--- config.mk ---
export PLATFORM = sky130hd
export DESIGN_NAME = ctrl_seq
export DESIGN_NICKNAME = d
export VERILOG_FILES = /design/src/rtl/ctrl_seq.sv
export SDC_FILE = /design/constraint.sdc
export NUM_CORES = 1
export LEC_CHECK = 0
export ABC_CLOCK_PERIOD_IN_PS = 2020
export CORE_MARGIN = 4
export CORE_UTILIZATION = 39
export DETAILED_ROUTE_END_ITERATION = 8
export PLACE_DENSITY = 0.85
export SYNTH_ARGS = -nofsm -noshare
export SYNTH_HDL_FRONTEND = slang
export SYNTH_SLANG_ARGS = --single-unit
--- constraint.sdc ---
create_clock -name clk -period 2.02 [get_ports clk]
set_input_delay 0.505 -clock clk [delete_from_list [all_inputs] [get_ports clk]]
set_output_delay 0.505 -clock clk [all_outputs]
set_load 0.01 [all_outputs]
--- src/rtl/ctrl_seq.sv ---
// Multi-cycle instruction sequencer: steps fetch/decode/execute/mem/writeback and
// drives the PC, IR, register-file, ALU, status and data-memory strobes.
module ctrl_seq #(
   parameter int OP_W     = 4,
   parameter int AM_W     = 4,
   parameter int STAT_W   = 4,
   parameter int ALU_OP_W = 2,
   parameter int SKIP_MEM = 0,
   parameter int WAIT_MAX = 8
) (
   input  logic                clk,
   input  logic                rst_f,
   input  logic [OP_W-1:0]     opcode,
   input  logic [AM_W-1:0]     mm,
   input  logic [STAT_W-1:0]   stat,
   input  logic                mem_ack,
   output logic                pc_write,
   output logic                pc_sel,
   output logic                pc_rel,
   output logic                ir_load,
   output logic                rf_we,
   output logic [ALU_OP_W-1:0] alu_op,
   output logic                wb_sel,
   output logic                stat_en,
   output logic                mem_req,
   output logic                mem_we,
   output logic                halted,
   output logic                bus_err,
   output logic [2:0]          state
);

   typedef enum logic [2:0] {
      S_START0    = 3'd0,
      S_START1    = 3'd1,
      S_FETCH     = 3'd2,
      S_DECODE    = 3'd3,
      S_EXECUTE   = 3'd4,
      S_MEM       = 3'd5,
      S_WRITEBACK = 3'd6,
      S_HALT      = 3'd7
   } state_t;

   localparam int CNT_W = (WAIT_MAX > 1) ? $clog2(WAIT_MAX + 1) : 1;

   state_t           cur, nxt;
   logic [CNT_W-1:0] wait_cnt;

   logic is_lod, is_str, is_swp, is_bra, is_brr, is_bne, is_bnr, is_alu, is_hlt;
   logic is_mem, is_imm, cond_hit, taken, timeout;
   logic [ALU_OP_W-1:0] alu_hold;

   assign is_lod = (opcode == OP_W'(1));
   assign is_str = (opcode == OP_W'(2));
   assign is_swp = (opcode == OP_W'(3));
   assign is_bra = (opcode == OP_W'(4));
   assign is_brr = (opcode == OP_W'(5));
   assign is_bne = (opcode == OP_W'(6));
   assign is_bnr = (opcode == OP_W'(7));
   assign is_alu = (opcode == OP_W'(8));
   assign is_hlt = (opcode == OP_W'(15));
   assign is_mem = is_lod | is_str;
   assign is_imm = (mm == AM_W'(8));

   assign cond_hit = |(stat & mm[STAT_W-1:0]);
   assign taken    = ((is_bra | is_brr) & cond_hit) | ((is_bne | is_bnr) & ~cond_hit);

   // Memory handshake: mem_req stays high for the whole MEM stay of a LOD/STR;
   // the transfer completes in the cycle mem_ack is seen high (no ready-side
   // backpressure), and mem_ack is ignored in every other state.
   // The WAIT_MAX-th ackless cycle is the timeout cycle; an ack in it still wins.
   assign timeout = (WAIT_MAX > 0) && !mem_ack && (wait_cnt == CNT_W'(WAIT_MAX - 1));

   always_comb begin
      alu_hold = '0;
      if (is_alu)
         alu_hold = is_imm ? ALU_OP_W'(1) : '0;
      else if (is_mem)
         alu_hold = ALU_OP_W'(2);
      else if (is_swp)
         alu_hold = ALU_OP_W'(3);
   end

   always_ff @(posedge clk or negedge rst_f) begin
      if (!rst_f) begin
         cur      <= S_START0;
         wait_cnt <= '0;
         bus_err  <= 1'b0;
      end else begin
         cur <= nxt;
         if (cur != S_MEM && nxt == S_MEM)
            wait_cnt <= '0;
         else if (cur == S_MEM && !mem_ack)
            wait_cnt <= wait_cnt + 1'b1;
         if (cur == S_MEM && is_mem && timeout)
            bus_err <= 1'b1;
      end
   end

   always_comb begin
      nxt = cur;
      case (cur)
         S_START0:  nxt = S_START1;
         S_START1:  nxt = S_FETCH;
         S_FETCH:   nxt = S_DECODE;
         S_DECODE:  nxt = is_hlt ? S_HALT : S_EXECUTE;
         S_EXECUTE: begin
            if (SKIP_MEM == 0 || is_mem)
               nxt = S_MEM;
            else if (is_alu || is_swp)
               nxt = S_WRITEBACK;
            else
               nxt = S_FETCH;
         end
         S_MEM: begin
            if (!is_mem)
               nxt = S_WRITEBACK;
            else if (mem_ack)
               nxt = (SKIP_MEM != 0 && is_str) ? S_FETCH : S_WRITEBACK;
            else if (timeout)
               nxt = S_HALT;
         end
         S_WRITEBACK: nxt = S_FETCH;
         S_HALT:      nxt = S_HALT;
         default:     nxt = S_START0;
      endcase
   end

   always_comb begin
      pc_write = 1'b0;
      pc_sel   = 1'b0;
      pc_rel   = 1'b0;
      ir_load  = 1'b0;
      rf_we    = 1'b0;
      alu_op   = '0;
      wb_sel   = 1'b0;
      stat_en  = 1'b0;
      mem_req  = 1'b0;
      mem_we   = 1'b0;
      halted   = 1'b0;
      case (cur)
         S_FETCH: begin
            ir_load  = 1'b1;
            pc_write = 1'b1;
         end
         S_EXECUTE: begin
            alu_op  = alu_hold;
            stat_en = is_alu;
            if (taken) begin
               pc_write = 1'b1;
               pc_sel   = 1'b1;
               pc_rel   = is_brr | is_bnr;
            end
         end
         S_MEM: begin
            alu_op  = alu_hold;
            mem_req = is_mem;
            mem_we  = is_str;
         end
         S_WRITEBACK: begin
            alu_op = alu_hold;
            rf_we  = is_alu | is_lod | is_swp;
            wb_sel = is_lod;
         end
         S_HALT:  halted = 1'b1;
         default: ;
      endcase
   end

   assign state = cur;

endmodule

==> results by group <==
Run status
  – Outcome: complete, no violations

Timing
  – Sum Neg Setup Slack: 0 ns
  – Final slew viol count: 0
  – Post-route minimum period: 2.00 ns
  – Final hold slack: 0.468 ns
  – RSZ-0062 raised after global routing: true
  – Slew @ Worst Pin: 0.369 ns
  – Final period utilization: 99.0%
  – Max_slew headroom: 75.3%
  – Post-route worst setup slack: 0.0211 ns
  – Clk_skew: 0.00834 ns
  – Final setup vio count: 0
  – Max Fclk: 0.500 GHz
  – Final hold vios: 0

CTS
  – Worst skew pair latency: 0.26 ns
  – Post-CTS Hold Buffers: 0
  – CTS root buf: clkbuf_4
  – CTS H-tree depth: 1
  – Register clock-pin slew on the reported worst setup and hold paths: 0.06 ns
  – Max clock buf depth: 2
  – TritonCTS buffer count: 3
  – Clk sinks: 8
  – CTS tree: done

Hold path
  – Worst Hold Class: reg2reg

Logic synthesis
  – Leading area contributor after synthesis: dfrtp_1
  – Most frequent cells after synthesis: 9 x a22o_1, 8 x dfrtp_1, 5 x nand2b_1, 5 x nor3b_1
  – Synth Flop Type: dfrtp_1
  – Register area share after synthesis: 30.9%
  – Synthesized area per cell: 9.00 um^2
  – Post-synthesis cell count: 72
  – Mapped Nets: 88
  – Yosys warning total: 0
  – Ranking of synthesized cells by area: dfrtp_1 31%, a22o_1 12%, nor3b_1 5.8%, nand2b_1 4.8%, mux2_2 3.5%
  – Synth async-reset ratio: 100%
  – Seq cells post-synth: 8
  – Synthesized area: 648 um^2
  – Post-synth cell types: 33
  – Most common cell in the netlist: a22o_1
  – EDFF count, synth: 0
  – Post-synth top area share: 30.9%

Global route
  – Grt ovf: 0
  – Vias in the first global route: 793
  – Largest net degree at the start of global routing: 9
  – Initial antenna violation count: 0
  – Total GRT Usage: 18.9%
  – First-pass GRT wire length: 3.64 mm

Floorplan
  – Die footprint: 2380 um^2
  – Chip height: 48.8 um
  – CORE AREA: 1540 um^2
  – Die width: 48.8 um
  – I/O pin total: 31
  – Rows: 14
  – Initial core utilization: 42.0%

Setup path
  – Crit Reg-Reg Endpoint: state[1]$_DFF_PN0_
  – Top cell family by delay on the critical path: simple AND/OR/NAND/NOR gates
  – Reg2reg setup slack: 0.31 ns
  – Setup crit start: opcode[3]
  – CP Capture Point: mem_we
  – Worst path cell trace: buf_2, or3b_4, nand2b_4, nor3b_2, buf_2
  – Crit end category: output port
  – Required @ worst endpoint: 1.51 ns
  – Slowest cell on crit path: or3b_4
  – Worst r2r src: state[2]$_DFF_PN0_
  – Critical path depth: 5
  – Worst Reg2Reg Path Length in Cells: 4
  – Crit path kind: in2out
  – Worst EP arrival: 1.49 ns
  – Slowest cell delay on critical path: 0.42 ns
  – CP bufs+invs: 2
  – Worst Path Max Fanout: 4
  – Worst Setup Start Kind: input pin
  – CP most frequent cell: buf_2

Pwr
  – Peak supply drop: 0.000931 V
  – Internal Pwr Total: 0.801 mW
  – PD cells: 1130 nW/um^2
  – Leakage: 0.565 nW
  – Switch Pwr: 0.528 mW
  – Clock power frac: 9.0%
  – Sequential power share: 24.0%
  – Sw Ratio: 39.7%
  – Total Power: 1.33 mW
  – Logic pwr share: 66.9%

Routing
  – Routed WL: 2.31 mm
  – Routed via count: 778
  – 1st-pass router iterations: 4
  – Post-route ant nets: 0
  – DR WL/cell: 16.7 um
  – Remaining DRCs: 0
  – Mean number of vias per cell: 5.64
  – Iter 0 DRT Violations: 10

Run
  – Max-Cap Viols: 0

Placed design
  – Placed Area: 1070 um^2
  – Routability cong.: 0.823
  – PortBufs: 30
  – Post-DP HPWL: 1.66 mm
  – Setup WS pre-CTS: -0.816 ns

Finish
  – Layout area overhead: 81.9%
  – Nets@finish: 140
  – Fill count: 91
  – Diode count: 0
  – Fraction of layout cells with a size suffix above 1: 50.8%
  – Final instance area: 1180 um^2
[cell families (layout without fill, tap and decap cells)]
logic type	after synthesis	after routing	share of synthesized area [%]
multiplexers	2	2	3.47
XOR/XNOR	1	1	1.35
flip-flops	8	8	30.9
AND/OR/NAND/NOR	37	37	37.1
AO/OA/AOI/OAI	16	16	21.0
adder cells (fa/ha/maj)	1	1	1.93
buffers and inverters	7	57	4.25
[cell type report]
| class | count | area [um^2] | share of cell area [%] |
|---|---|---|---|
| timing repair buffer | 52 | 398 | 33.8 |
| inverter | 2 | 7.51 | 0.637 |
| sequential | 8 | 201 | 17.1 |
| multi-input combinational | 57 | 529 | 44.9 |
| clock buffer | 3 | 22.5 | 1.91 |
| tap | 16 | 20.0 | 1.70 |
[how the worst min path moves through the flow]
stage                                    from                  end  slack [ns]  cells after the start
after floorplan                         rst_f  bus_err$_DFFE_PN0P_        0.21                      0
final                     bus_err$_DFFE_PN0P_  bus_err$_DFFE_PN0P_        0.47                      1
after detailed placement  bus_err$_DFFE_PN0P_  bus_err$_DFFE_PN0P_        0.46                      1
after global routing      bus_err$_DFFE_PN0P_  bus_err$_DFFE_PN0P_        0.50                      1
after global placement    bus_err$_DFFE_PN0P_  bus_err$_DFFE_PN0P_        0.46                      1
after CTS                 bus_err$_DFFE_PN0P_  bus_err$_DFFE_PN0P_        0.47                      1
[what timing repair did]
| item | in CTS | in global routing |
|---|---|---|
| setup endpoints to repair | 13 | 11 |
| pin swaps | 12 | 6 |
| buffers inserted | 3 | 3 |
| gates resized for setup | 95 | 10 |
[power by group through the flow]
stage	Combinational (mW)	Sequential, mW	Clock [mW]
4_1_cts	0.804	0.321	0.123
3_5_place_dp	0.724	0.317	0
3_3_place_gp	0.710	0.308	0
2_1_floorplan	0.369	0.310	0
5_1_grt	0.958	0.332	0.136
6_report	0.890	0.319	0.120
[placed cells by master, fill, tap and decap left out, types with 2 or more instances in the layout]
master / count
a22o_1: 9
buf_2: 13
buf_4: 19
buf_6: 4
clkbuf_2: 3
clkbuf_4: 3
clkdlybuf4s15_1: 5
clkdlybuf4s50_1: 6
dfrtp_1: 7
inv_1: 2
mux2_2: 2
nand2_1: 4
nand2b_1: 3
nand2b_4: 2
nand3_1: 2
nor2_1: 2
nor2b_1: 2
nor3_1: 2
nor3b_1: 3
[metrics by stage]
stage	cells	utilization, %
floorplan	72	-
global placement	129	69.3
finish	138	76.5
detailed placement	129	69.3
CTS	135	74.3
global route	138	76.5
[registers in the layout (all words and copies together) (netlist names)]
register and cells:
wait_cnt 4, state 3, bus_err 1
[metal layers]
layer	routed length (um)	GRT usage, %	vias up
li1	-	-	377
met1	972	22.2	379
met2	1220	32.8	22
met3	114	6.75	0
met4	0	3.59	0
met5	0	0	-
No activity file was read; power rests on OpenSTA's default activity.
